<file path="config.mk">
export PLATFORM = sky130hd
export DESIGN_NAME = fft_frame_ctrl_flat
export DESIGN_NICKNAME = d
export VERILOG_FILES = /design/src/rtl/fft_frame_ctrl_pkg.sv /design/src/rtl/fft_frame_ctrl_if.sv /design/src/rtl/fft_frame_ctrl_outreg.sv /design/src/rtl/fft_frame_ctrl.sv /design/src/flat_wrapper.sv
export SDC_FILE = /design/constraint.sdc
export NUM_CORES = 1
export LEC_CHECK = 0
export BUFFER_PORTS_ARGS = -buffer_cell sky130_fd_sc_hd__buf_2
export CAP_MARGIN = 10
export CORE_AREA = 2 2 83 85
export CTS_CLUSTER_DIAMETER = 120
export DETAILED_ROUTE_END_ITERATION = 16
export DIE_AREA = 0 0 85 87
export PLACE_DENSITY = 0.72
export SLEW_MARGIN = 20
export SYNTH_ARGS = -nofsm -noshare
export SYNTH_HDL_FRONTEND = slang
export SYNTH_SLANG_ARGS = --single-unit
</file>
<file path="constraint.sdc">
create_clock -name clk_clk -period 2.6 [get_ports clk_clk]
set_clock_uncertainty 0.1 [all_clocks]
set_input_delay 0.13 -clock clk_clk [delete_from_list [all_inputs] [get_ports clk_clk]]
set_output_delay 0.13 -clock clk_clk [all_outputs]
set_load 0.02 [all_outputs]
</file>
<file path="src/rtl/fft_frame_ctrl_pkg.sv">
// Shared types and defaults for the FFT frame sequencer.
package fft_frame_ctrl_pkg;

  // Sequencer states
  typedef enum logic [1:0] {
    IDLE  = 2'd0,
    ARM   = 2'd1,
    FILL  = 2'd2,
    DRAIN = 2'd3
  } state_t;

  localparam int DEF_DATA_W = 15;
  localparam int DEF_LEN_W  = 12;
  localparam int DEF_NFR_W  = 8;

  // Data value carried by the pad word that closes an aborted frame
  localparam int PAD_WORD = 0;

endpackage

</file>
<file path="src/rtl/fft_frame_ctrl_if.sv">
// Avalon-ST style packet bus between the frame sequencer and the FFT FIFO.
interface fft_frame_ctrl_if
  import fft_frame_ctrl_pkg::*;
#(
  parameter int DATA_W = DEF_DATA_W
);
  logic [DATA_W-1:0] fifo_data;
  logic              fifo_valid;
  logic              fifo_ready;
  logic              fifo_sop;
  logic              fifo_eop;

  modport master (
    output fifo_data, fifo_valid, fifo_sop, fifo_eop,
    input  fifo_ready
  );

  modport slave (
    input  fifo_data, fifo_valid, fifo_sop, fifo_eop,
    output fifo_ready
  );
endinterface

</file>
<file path="src/rtl/fft_frame_ctrl_outreg.sv">
// One-deep holding register driving the packet bus. A pad word or a new
// sample may only be loaded when the register is empty or draining this
// cycle; force_eop only touches a word that is stalled in place.
module fft_frame_ctrl_outreg
  import fft_frame_ctrl_pkg::*;
#(
  parameter int DATA_W = DEF_DATA_W
) (
  input  logic              clk_clk,
  input  logic              reset_reset_n,
  input  logic              load,
  input  logic [DATA_W-1:0] load_data,
  input  logic              load_sop,
  input  logic              load_eop,
  input  logic              force_eop,
  input  logic              pad_ins,
  fft_frame_ctrl_if.master  fifo
);

  logic [DATA_W-1:0] data_p0;
  logic              sop_p0;
  logic              eop_p0;
  logic              vld_p0;

  // Holding stage: pad insert, sample load, or hold/release of current word
  always_ff @(posedge clk_clk or negedge reset_reset_n) begin
    if (!reset_reset_n) begin
      data_p0 <= '0;
      sop_p0  <= 1'b0;
      eop_p0  <= 1'b0;
      vld_p0  <= 1'b0;
    end else if (pad_ins) begin
      data_p0 <= DATA_W'(PAD_WORD);
      sop_p0  <= 1'b0;
      eop_p0  <= 1'b1;
      vld_p0  <= 1'b1;
    end else if (load) begin
      data_p0 <= load_data;
      sop_p0  <= load_sop;
      eop_p0  <= load_eop;
      vld_p0  <= 1'b1;
    end else begin
      if (force_eop) begin
        eop_p0 <= 1'b1;
      end
      if (vld_p0 && fifo.fifo_ready) begin
        vld_p0 <= 1'b0;
      end
    end
  end

  assign fifo.fifo_data  = data_p0;
  assign fifo.fifo_sop   = sop_p0;
  assign fifo.fifo_eop   = eop_p0;
  assign fifo.fifo_valid = vld_p0;

endmodule

</file>
<file path="src/rtl/fft_frame_ctrl.sv">
// FFT frame sequencer: arms on start, begins on trig, and cuts the
// non-stallable ADC stream into cfg_nfr_m1+1 packets of cfg_len_m1+1 words.
// Optional feature: define FFT_FRAME_CTRL_OVF_CNT_EN to add ovf_cnt, a
// saturating 16-bit count of dropped samples.
module fft_frame_ctrl
  import fft_frame_ctrl_pkg::*;
#(
  parameter int DATA_W = DEF_DATA_W,
  parameter int LEN_W  = DEF_LEN_W,
  parameter int NFR_W  = DEF_NFR_W
) (
  input  logic              clk_clk,
  input  logic              reset_reset_n,
  input  logic              start,
  input  logic              abort,
  input  logic              trig,
  input  logic [LEN_W-1:0]  cfg_len_m1,
  input  logic [NFR_W-1:0]  cfg_nfr_m1,
  input  logic [DATA_W-1:0] adc_data,
  input  logic              adc_valid,
  fft_frame_ctrl_if.master  fifo,
  output logic              busy,
  output logic              done,
  output logic              ovf,
`ifdef FFT_FRAME_CTRL_OVF_CNT_EN
  output logic [15:0]       ovf_cnt,
`endif
  output logic [NFR_W-1:0]  frame_idx
);

  state_t state, state_nxt;

  logic [LEN_W-1:0] len_m1;
  logic [NFR_W-1:0] nfr_m1;
  logic [LEN_W-1:0] cnt;

  logic hold_stall;
  logic in_win;
  logic frame_open;
  logic word_sop;
  logic word_eop;
  logic last_word;

  logic start_go;
  logic abort_go;
  logic accept;
  logic drop;
  logic force_eop;
  logic pad_ins;

  // A held word that cannot leave this cycle blocks any new load
  assign hold_stall = fifo.fifo_valid && !fifo.fifo_ready;
  assign in_win     = (state == FILL) || ((state == ARM) && trig);
  // cnt returns to 0 after every eop, so nonzero means a packet is open
  assign frame_open = (cnt != '0);
  assign word_sop   = (cnt == '0);
  assign word_eop   = (cnt == len_m1);
  assign last_word  = word_eop && (frame_idx == nfr_m1);

  // State register
  always_ff @(posedge clk_clk or negedge reset_reset_n) begin
    if (!reset_reset_n) begin
      state <= IDLE;
    end else begin
      state <= state_nxt;
    end
  end

  // Next state and per-cycle control decisions; abort beats a coincident sample
  always_comb begin
    state_nxt = state;
    start_go  = 1'b0;
    abort_go  = 1'b0;
    accept    = 1'b0;
    drop      = 1'b0;
    force_eop = 1'b0;
    pad_ins   = 1'b0;
    case (state)
      IDLE: begin
        if (start) begin
          start_go  = 1'b1;
          state_nxt = ARM;
        end
      end
      ARM: begin
        if (trig) begin
          state_nxt = FILL;
        end
      end
      FILL: begin
      end
      DRAIN: begin
        if (!fifo.fifo_valid) begin
          state_nxt = IDLE;
        end
      end
      default: begin
        state_nxt = IDLE;
      end
    endcase
    if (((state == ARM) || (state == FILL)) && abort) begin
      abort_go  = 1'b1;
      state_nxt = DRAIN;
      force_eop = frame_open && hold_stall;
      pad_ins   = frame_open && !hold_stall;
    end else if (in_win && adc_valid) begin
      accept = !hold_stall;
      drop   = hold_stall;
      if (accept && last_word) begin
        state_nxt = DRAIN;
      end
    end
  end

  // Config latch, sample/frame counters and sticky overflow flag
  always_ff @(posedge clk_clk or negedge reset_reset_n) begin
    if (!reset_reset_n) begin
      len_m1    <= '0;
      nfr_m1    <= '0;
      cnt       <= '0;
      frame_idx <= '0;
      ovf       <= 1'b0;
    end else if (start_go) begin
      len_m1    <= cfg_len_m1;
      nfr_m1    <= cfg_nfr_m1;
      cnt       <= '0;
      frame_idx <= '0;
      ovf       <= 1'b0;
    end else begin
      if (abort_go) begin
        cnt <= '0;
      end else if (accept) begin
        if (word_eop) begin
          cnt <= '0;
          if (!last_word) begin
            frame_idx <= frame_idx + 1'b1;
          end
        end else begin
          cnt <= cnt + 1'b1;
        end
      end
      if (drop) begin
        ovf <= 1'b1;
      end
    end
  end

`ifdef FFT_FRAME_CTRL_OVF_CNT_EN
  function automatic logic [15:0] sat_inc16(input logic [15:0] v);
    return (v == 16'hFFFF) ? v : v + 16'd1;
  endfunction

  // Saturating dropped-sample counter, cleared by start
  always_ff @(posedge clk_clk or negedge reset_reset_n) begin
    if (!reset_reset_n) begin
      ovf_cnt <= '0;
    end else if (start_go) begin
      ovf_cnt <= '0;
    end else if (drop) begin
      ovf_cnt <= sat_inc16(ovf_cnt);
    end
  end
`endif

  assign busy = (state != IDLE);
  assign done = (state == DRAIN) && !fifo.fifo_valid;

  fft_frame_ctrl_outreg #(
    .DATA_W (DATA_W)
  ) u_outreg (
    .clk_clk       (clk_clk),
    .reset_reset_n (reset_reset_n),
    .load          (accept),
    .load_data     (adc_data),
    .load_sop      (word_sop),
    .load_eop      (word_eop),
    .force_eop     (force_eop),
    .pad_ins       (pad_ins),
    .fifo          (fifo)
  );

endmodule

</file>
<file path="src/flat_wrapper.sv">
// flat-port wrapper written by rule: the top's interface ports become plain ports
module fft_frame_ctrl_flat import fft_frame_ctrl_pkg::*;
#(
  parameter int DATA_W = DEF_DATA_W,
  parameter int LEN_W  = DEF_LEN_W,
  parameter int NFR_W  = DEF_NFR_W
)
  (clk_clk, reset_reset_n, start, abort, trig, cfg_len_m1, cfg_nfr_m1, adc_data, adc_valid, busy, done, ovf, frame_idx, fifo_fifo_data, fifo_fifo_valid, fifo_fifo_sop, fifo_fifo_eop, fifo_fifo_ready);
  fft_frame_ctrl_if #(.DATA_W(DATA_W)) fifo_i ();
  input  logic clk_clk;
  input  logic reset_reset_n;
  input  logic start;
  input  logic abort;
  input  logic trig;
  input  logic [LEN_W-1:0] cfg_len_m1;
  input  logic [NFR_W-1:0] cfg_nfr_m1;
  input  logic [DATA_W-1:0] adc_data;
  input  logic adc_valid;
  output logic busy;
  output logic done;
  output logic ovf;
  output logic [NFR_W-1:0] frame_idx;
  output wire logic [$bits(fifo_i.fifo_data)-1:0] fifo_fifo_data;
  output wire logic [$bits(fifo_i.fifo_valid)-1:0] fifo_fifo_valid;
  output wire logic [$bits(fifo_i.fifo_sop)-1:0] fifo_fifo_sop;
  output wire logic [$bits(fifo_i.fifo_eop)-1:0] fifo_fifo_eop;
  input wire logic [$bits(fifo_i.fifo_ready)-1:0] fifo_fifo_ready;
  assign fifo_fifo_data = fifo_i.fifo_data;
  assign fifo_fifo_valid = fifo_i.fifo_valid;
  assign fifo_fifo_sop = fifo_i.fifo_sop;
  assign fifo_fifo_eop = fifo_i.fifo_eop;
  assign fifo_i.fifo_ready = fifo_fifo_ready;
  fft_frame_ctrl #(.DATA_W(DATA_W), .LEN_W(LEN_W), .NFR_W(NFR_W)) u_core (.clk_clk(clk_clk), .reset_reset_n(reset_reset_n), .start(start), .abort(abort), .trig(trig), .cfg_len_m1(cfg_len_m1), .cfg_nfr_m1(cfg_nfr_m1), .adc_data(adc_data), .adc_valid(adc_valid), .fifo(fifo_i), .busy(busy), .done(done), .ovf(ovf), .frame_idx(frame_idx));
endmodule
</file>
==> flow_metrics.env, run 1 <==
export IMPL_status="finished clean"
export IMPL_wl_mm=7.464
export IMPL_core_area_um2=6569
export IMPL_grt_met3_usage=0.04739
export IMPL_finalSetupViolCount=0
export IMPL_netlist_area_um2=3122
export IMPL_max_slew_margin=0.3250
export IMPL_rsz0062_at_grt="false"
export IMPL_tightestPinTransition_ps=1009
export IMPL_hold_path_depth=3
export IMPL_final_cell_mix="nand2_1 (107), buf_2 (70), dfrtp_1 (61)"
export IMPL_final_antenna_net_count=0
export IMPL_fin_util=0.6265
export IMPL_final_nets=500
export IMPL_hold_viol_final=0
export IMPL_ys_async_sr_fraction=1.000
export IMPL_stdcell_area_um2=4115
export IMPL_numPortBuffers=70
export IMPL_cp_required_ps=2770
export IMPL_worstPathMaxFanout=6
export IMPL_ys_flop_type="dfrtp_1"
export IMPL_top_usage_layer="met2"
export IMPL_critPathLaunchType="flop"
export IMPL_diodes=0
export IMPL_endpoint_kind="flop"
export IMPL_drtPass1Iterations=4
export IMPL_drive_gt1_frac=0.2181
export IMPL_path_clk_slew_ps=70
export IMPL_cts_setup_buffers=0
export IMPL_tns_ps=0
export IMPL_crit_buf_inv=1
export IMPL_period_share=0.8998
export IMPL_clock_sinks=61
export IMPL_critical_path_depth=7
export IMPL_n_fill_cell=551
export IMPL_power_leakage_nw=2.082
export IMPL_dieWidth_um=85
export IMPL_hold_path_class="input port to flop"
export IMPL_critPathArrivalTime_ps=2510
export IMPL_syn2layout_area_growth_pct=31.82
export IMPL_htreeDepth=3
export IMPL_dp_final_hpwl_mm=4.924
export IMPL_yosys_warnings=0
export IMPL_maxSlewViolCount=0
export IMPL_cts_tree="done"
export IMPL_fmax_mhz=427.4
export IMPL_syn_num_nets=397
export IMPL_first_iter_violations=190
export IMPL_peakVddDrop_mv=0.5126
export IMPL_crit_path_top_delay_cell="or4_1"
export IMPL_period_needed_ps=2339
export IMPL_cap_violations=0
export IMPL_dieArea_um2=7395
export IMPL_cp_top_family="simple AND/OR/NAND/NOR gates"
export IMPL_use_met1=0.2769
export IMPL_clk_latency_ps=340
export IMPL_power_density_nw_per_um2=941.2
export IMPL_rows=30
export IMPL_synth_cell_types=43
export IMPL_critPathKind="flop to flop"
export IMPL_vias=2775
export IMPL_ff2ff_path_depth=7
export IMPL_placed_cell_area_um2=3540
export IMPL_antenna_found_initial=0
export IMPL_start_util=0.4752
export IMPL_slowest_delay_ps=510
export IMPL_layout_commonest_cell="nand2_1"
export IMPL_boundaryPins=71
export IMPL_drc=0
export IMPL_routabilityCongestion=0.8525
export IMPL_gr_total_overflow=0
export IMPL_viasPerCell=5.197
export IMPL_routedWlPerCell_um=13.98
export IMPL_ys_ff_latch=61
export IMPL_clock_tree_root_cell="clkbuf_8"
export IMPL_die_y_um=87
export IMPL_synthCells=347
export IMPL_grt_pass1_vias=2797
export IMPL_track_usage=0.2161
export IMPL_syn_area_per_cell_um2=8.996
export IMPL_cp_cell_sequence="inv_1, ha_1, a21o_1, and4_1, o211ai_1, or4_1, a21oi_1"
export IMPL_clockBufferDepth=2
export IMPL_grt_max_degree=33
export IMPL_grt_pass1_wl_mm=12.65
export IMPL_grtUsageMet2=0.3558
export IMPL_yosysSeqAreaShare=0.4890
export IMPL_synth_edf_count=0
export IMPL_cts_buffers=9
repair_timing:
action	in CTS	in global routing
resized for setup	0	1
hold endpoints to repair	64	0
setup endpoints to repair	0	11
hold buffers	36	0
worst register-to-register path: cells and delay by family, from the launching register on:
family | cells | cell delay [ps]
AO/OA/AOI/OAI | 3 | 560
AND/OR/NAND/NOR | 2 | 840
flip-flops | 1 | 430
adder cells (fa/ha/maj) | 1 | 220
buffers and inverters | 1 | 130
cell type report:
class | count | area, µm² | share of cell area
multi-input cells | 260 | 1481 | 0.3600
repair buffers | 113 | 775.7 | 0.1885
flip-flops and latches | 61 | 1526 | 0.3709
inverters | 5 | 18.77 | 0.004561
well taps | 80 | 100.1 | 0.02432
clock inverters | 5 | 75.07 | 0.01824
clock buffers | 10 | 137.6 | 0.03344
Yosys cell counts, types with 4 or more instances:
master,instances,area share
a22o_1,7,0.020
or3_1,4,0.0080
ha_1,8,0.032
nor2_1,10,0.012
xor2_1,14,0.039
dfrtp_1,61,0.49
xnor2_1,8,0.022
nand2_1,107,0.13
inv_1,5,0.0060
o31ai_1,5,0.012
or4_1,4,0.0096
a21oi_1,22,0.035
o21ai_0,6,0.0096
nand3_1,9,0.014
clkbuf_1,15,0.018
and3_1,6,0.012
nor2b_1,4,0.0080
nor3_1,7,0.011
nor4_1,5,0.010
through the flow:
stage	setup WS (ps)	power (mW)	instances	hold slack [ps]
6_report	260.5	3.873	534	31.84
5_1_grt	95.81	4.175	534	37.99
3_5_place_dp	150.6	2.933	483	122.5
3_3_place_gp	247.2	2.876	483	119.1
2_1_floorplan	399.9	2.476	347	-265.6
4_1_cts	130.3	3.905	534	10.45
cells by family after synthesis:
group	count (synthesis)	share of synthesized area
simple gates	169	0.2469
flops	61	0.4890
mux	2	0.006813
fa+ha+maj	8	0.03207
buf+inv	26	0.03727
xor+xnor	22	0.06173
compound gates	59	0.1263
registers in the layout, indices dropped and copies added (netlist names):
name and cells:
u_core.cnt 12, u_core.frame_idx 8, u_core.len_m1 12, u_core.nfr_m1 8, u_core.ovf 1, u_core.state 2, u_core.u_outreg.fifo.fifo_data 15, u_core.u_outreg.fifo.fifo_eop 1
u_core.u_outreg.fifo.fifo_sop 1, u_core.u_outreg.fifo.fifo_valid 1
power breakdown:
part	internal, mW	leakage (nW)	switching [mW]
sequential	1.25	0.796	0.210
clock	0.555	0.112	0.362
combinational	0.587	1.17	0.911
final timing paths:
path                             startpoint                  end  slack [ps]
setup / recovery            u_core.state[1]  u_core.frame_idx[7]         260
max in group asynchronous     reset_reset_n        u_core.cnt[2]        1500
setup reg to reg            u_core.state[1]  u_core.frame_idx[7]         260
hold / removal                    adc_valid           u_core.ovf          30
hold reg to reg            u_core.len_m1[9]     u_core.len_m1[9]         400
min in group asynchronous     reset_reset_n     u_core.nfr_m1[5]         290
per-layer routing:
layer	up-vias	part of all wire
met1	1285	0.46
met2	83	0.47
li1	1395	-
met3	12	0.057
met4	0	0.016
met5	-	0
Power figures use the tool's default switching activity.
==> inputs of run 2 (changes only) <==
Settings changed: HOLD_SLACK_MARGIN from default to 0.15.
==> flow_metrics.env, run 2 (same netlist as run 1, synthesis figures left out) <==
export IMPL_die_y_um=87
export IMPL_clockBufferDepth=2
export IMPL_tightestPinTransition_ps=1000
export IMPL_power_density_nw_per_um2=940.4
export IMPL_rsz0062_at_grt="false"
export IMPL_grt_max_degree=33
export IMPL_grt_pass1_vias=2818
export IMPL_boundaryPins=71
export IMPL_vias=2840
export IMPL_drive_gt1_frac=0.2152
export IMPL_clk_latency_ps=340
export IMPL_crit_start="u_core.cnt[2]"
export IMPL_largest_reg_flops=15
export IMPL_tns_ps=0
export IMPL_drc=0
export IMPL_final_nets=506
export IMPL_first_iter_violations=174
export IMPL_grt_pass1_wl_mm=12.89
export IMPL_routedWlPerCell_um=14.14
export IMPL_period_needed_ps=2379
export IMPL_routabilityCongestion=0.8525
export IMPL_critPathArrivalTime_ps=2560
export IMPL_hold_path_depth=5
export IMPL_clock_sinks=61
export IMPL_antenna_found_initial=0
export IMPL_status="finished clean"
export IMPL_track_usage=0.2201
export IMPL_max_slew_margin=0.3308
export IMPL_dieWidth_um=85
export IMPL_place_inst=483
export IMPL_period_share=0.9149
export IMPL_ff2ff_path_depth=6
export IMPL_power_leakage_nw=2.105
export IMPL_r2r_end="u_core.state[1]"
export IMPL_viasPerCell=5.259
export IMPL_dp_final_hpwl_mm=4.924
export IMPL_drtPass1Iterations=4
export IMPL_core_area_um2=6569
export IMPL_cp_required_ps=2780
export IMPL_fmax_mhz=420.4
export IMPL_start_util=0.4752
export IMPL_final_cell_mix="nand2_1 (107), buf_2 (70), dfrtp_1 (61)"
export IMPL_syn2layout_area_growth_pct=33.75
export IMPL_cts_tree="done"
export IMPL_layout_commonest_cell="nand2_1"
export IMPL_gr_total_overflow=0
export IMPL_rows=30
export IMPL_stdcell_count=540
export IMPL_final_antenna_net_count=0
export IMPL_n_fill_cell=544
export IMPL_min_to="u_core.nfr_m1[5]"
export IMPL_numPortBuffers=70
export IMPL_cap_violations=0
export IMPL_cts_buffers=9
export IMPL_htreeDepth=3
export IMPL_path_clk_slew_ps=70
export IMPL_register_area_um2=1526
export IMPL_dieArea_um2=7395
export IMPL_finalSetupViolCount=0
export IMPL_hold_viol_final=0
export IMPL_wl_mm=7.636
export IMPL_hold_path_class="input port to flop"
export IMPL_critPathKind="flop to flop"
export IMPL_hold_path_startpoint="start"
export IMPL_cts_setup_buffers=0
export IMPL_multi_input_area_um2=1481
export IMPL_rrSetupSlack_ps=220
export IMPL_timing_rr_start="u_core.cnt[2]"
export IMPL_fin_util=0.6356
export IMPL_clock_tree_root_cell="clkbuf_8"
export IMPL_worstPathMaxFanout=8
export IMPL_endpoint_kind="flop"
export IMPL_maxSlewViolCount=0
export IMPL_peakVddDrop_mv=0.5011
export IMPL_critPathLaunchType="flop"
export IMPL_diodes=0
-- run 2: worst max path at each step --
| stage | cells after the start | slack, ps | end |
|---|---|---|---|
| after floorplan | 8 | 400 | u_core.frame_idx[6] |
| after global placement | 7 | 250 | u_core.cnt[0] |
| after detailed placement | 7 | 150 | u_core.cnt[0] |
| after CTS | 7 | 130 | u_core.cnt[0] |
| after global routing | 6 | 90 | u_core.state[1] |
| final | 6 | 220 | u_core.state[1] |
-- run 2: repair_timing --
action,in CTS,in global routing
hold endpoints to repair,68,0
endpoints found under the setup margin,0,11
hold buffers,42,0
gates resized for setup,0,1
-- run 2: layout make-up --
| class | instances | share of cell area |
|---|---|---|
| Timing Repair Buffer | 119 | 0.2002 |
| Clock buffer | 10 | 0.03296 |
| Tap cell | 80 | 0.02397 |
| Multi-Input combinational cell | 260 | 0.3548 |
| Sequential cell | 61 | 0.3656 |
| Clock inverter | 5 | 0.01798 |
| Inverter | 5 | 0.004495 |
-- run 2: where the power goes --
| part | switching (mW) | leakage, nW | internal [mW] |
|---|---|---|---|
| sequential | 0.212 | 0.796 | 1.25 |
| combinational | 0.927 | 1.20 | 0.618 |
| clock | 0.367 | 0.112 | 0.555 |
| total | 1.51 | 2.10 | 2.42 |
-- run 2: critical path, cell delays in order, from the launching register on --
cell           delay [ps]
dfrtp_1               480
xor2_1                210
nor4_2                310
and3_1                360
a31oi_1               160
o2111ai_1             130
dlygate4sd3_1         580
-- run 2: per-layer routing --
| metal | GRT usage | up-vias | wire (µm) |
|---|---|---|---|
| li1 | - | 1411 | - |
| met2 | 0.3679 | 95 | 3618 |
| met1 | 0.2794 | 1322 | 3470 |
| met3 | 0.04645 | 12 | 461 |
| met5 | 0 | - | 0 |
| met4 | 0.09091 | 0 | 86 |
-- run 2: through the flow --
stage	cell area, µm²	hold WS (ps)	total power [mW]	setup slack (ps)
final	4175	246.3	3.926	221.4
after global routing	4175	277.3	4.221	88.97
after CTS	4173	241.2	3.940	130.3
after detailed placement	3540	122.5	2.933	150.6
after global placement	3540	119.1	2.876	247.2
after floorplan	3122	-265.6	2.476	399.9
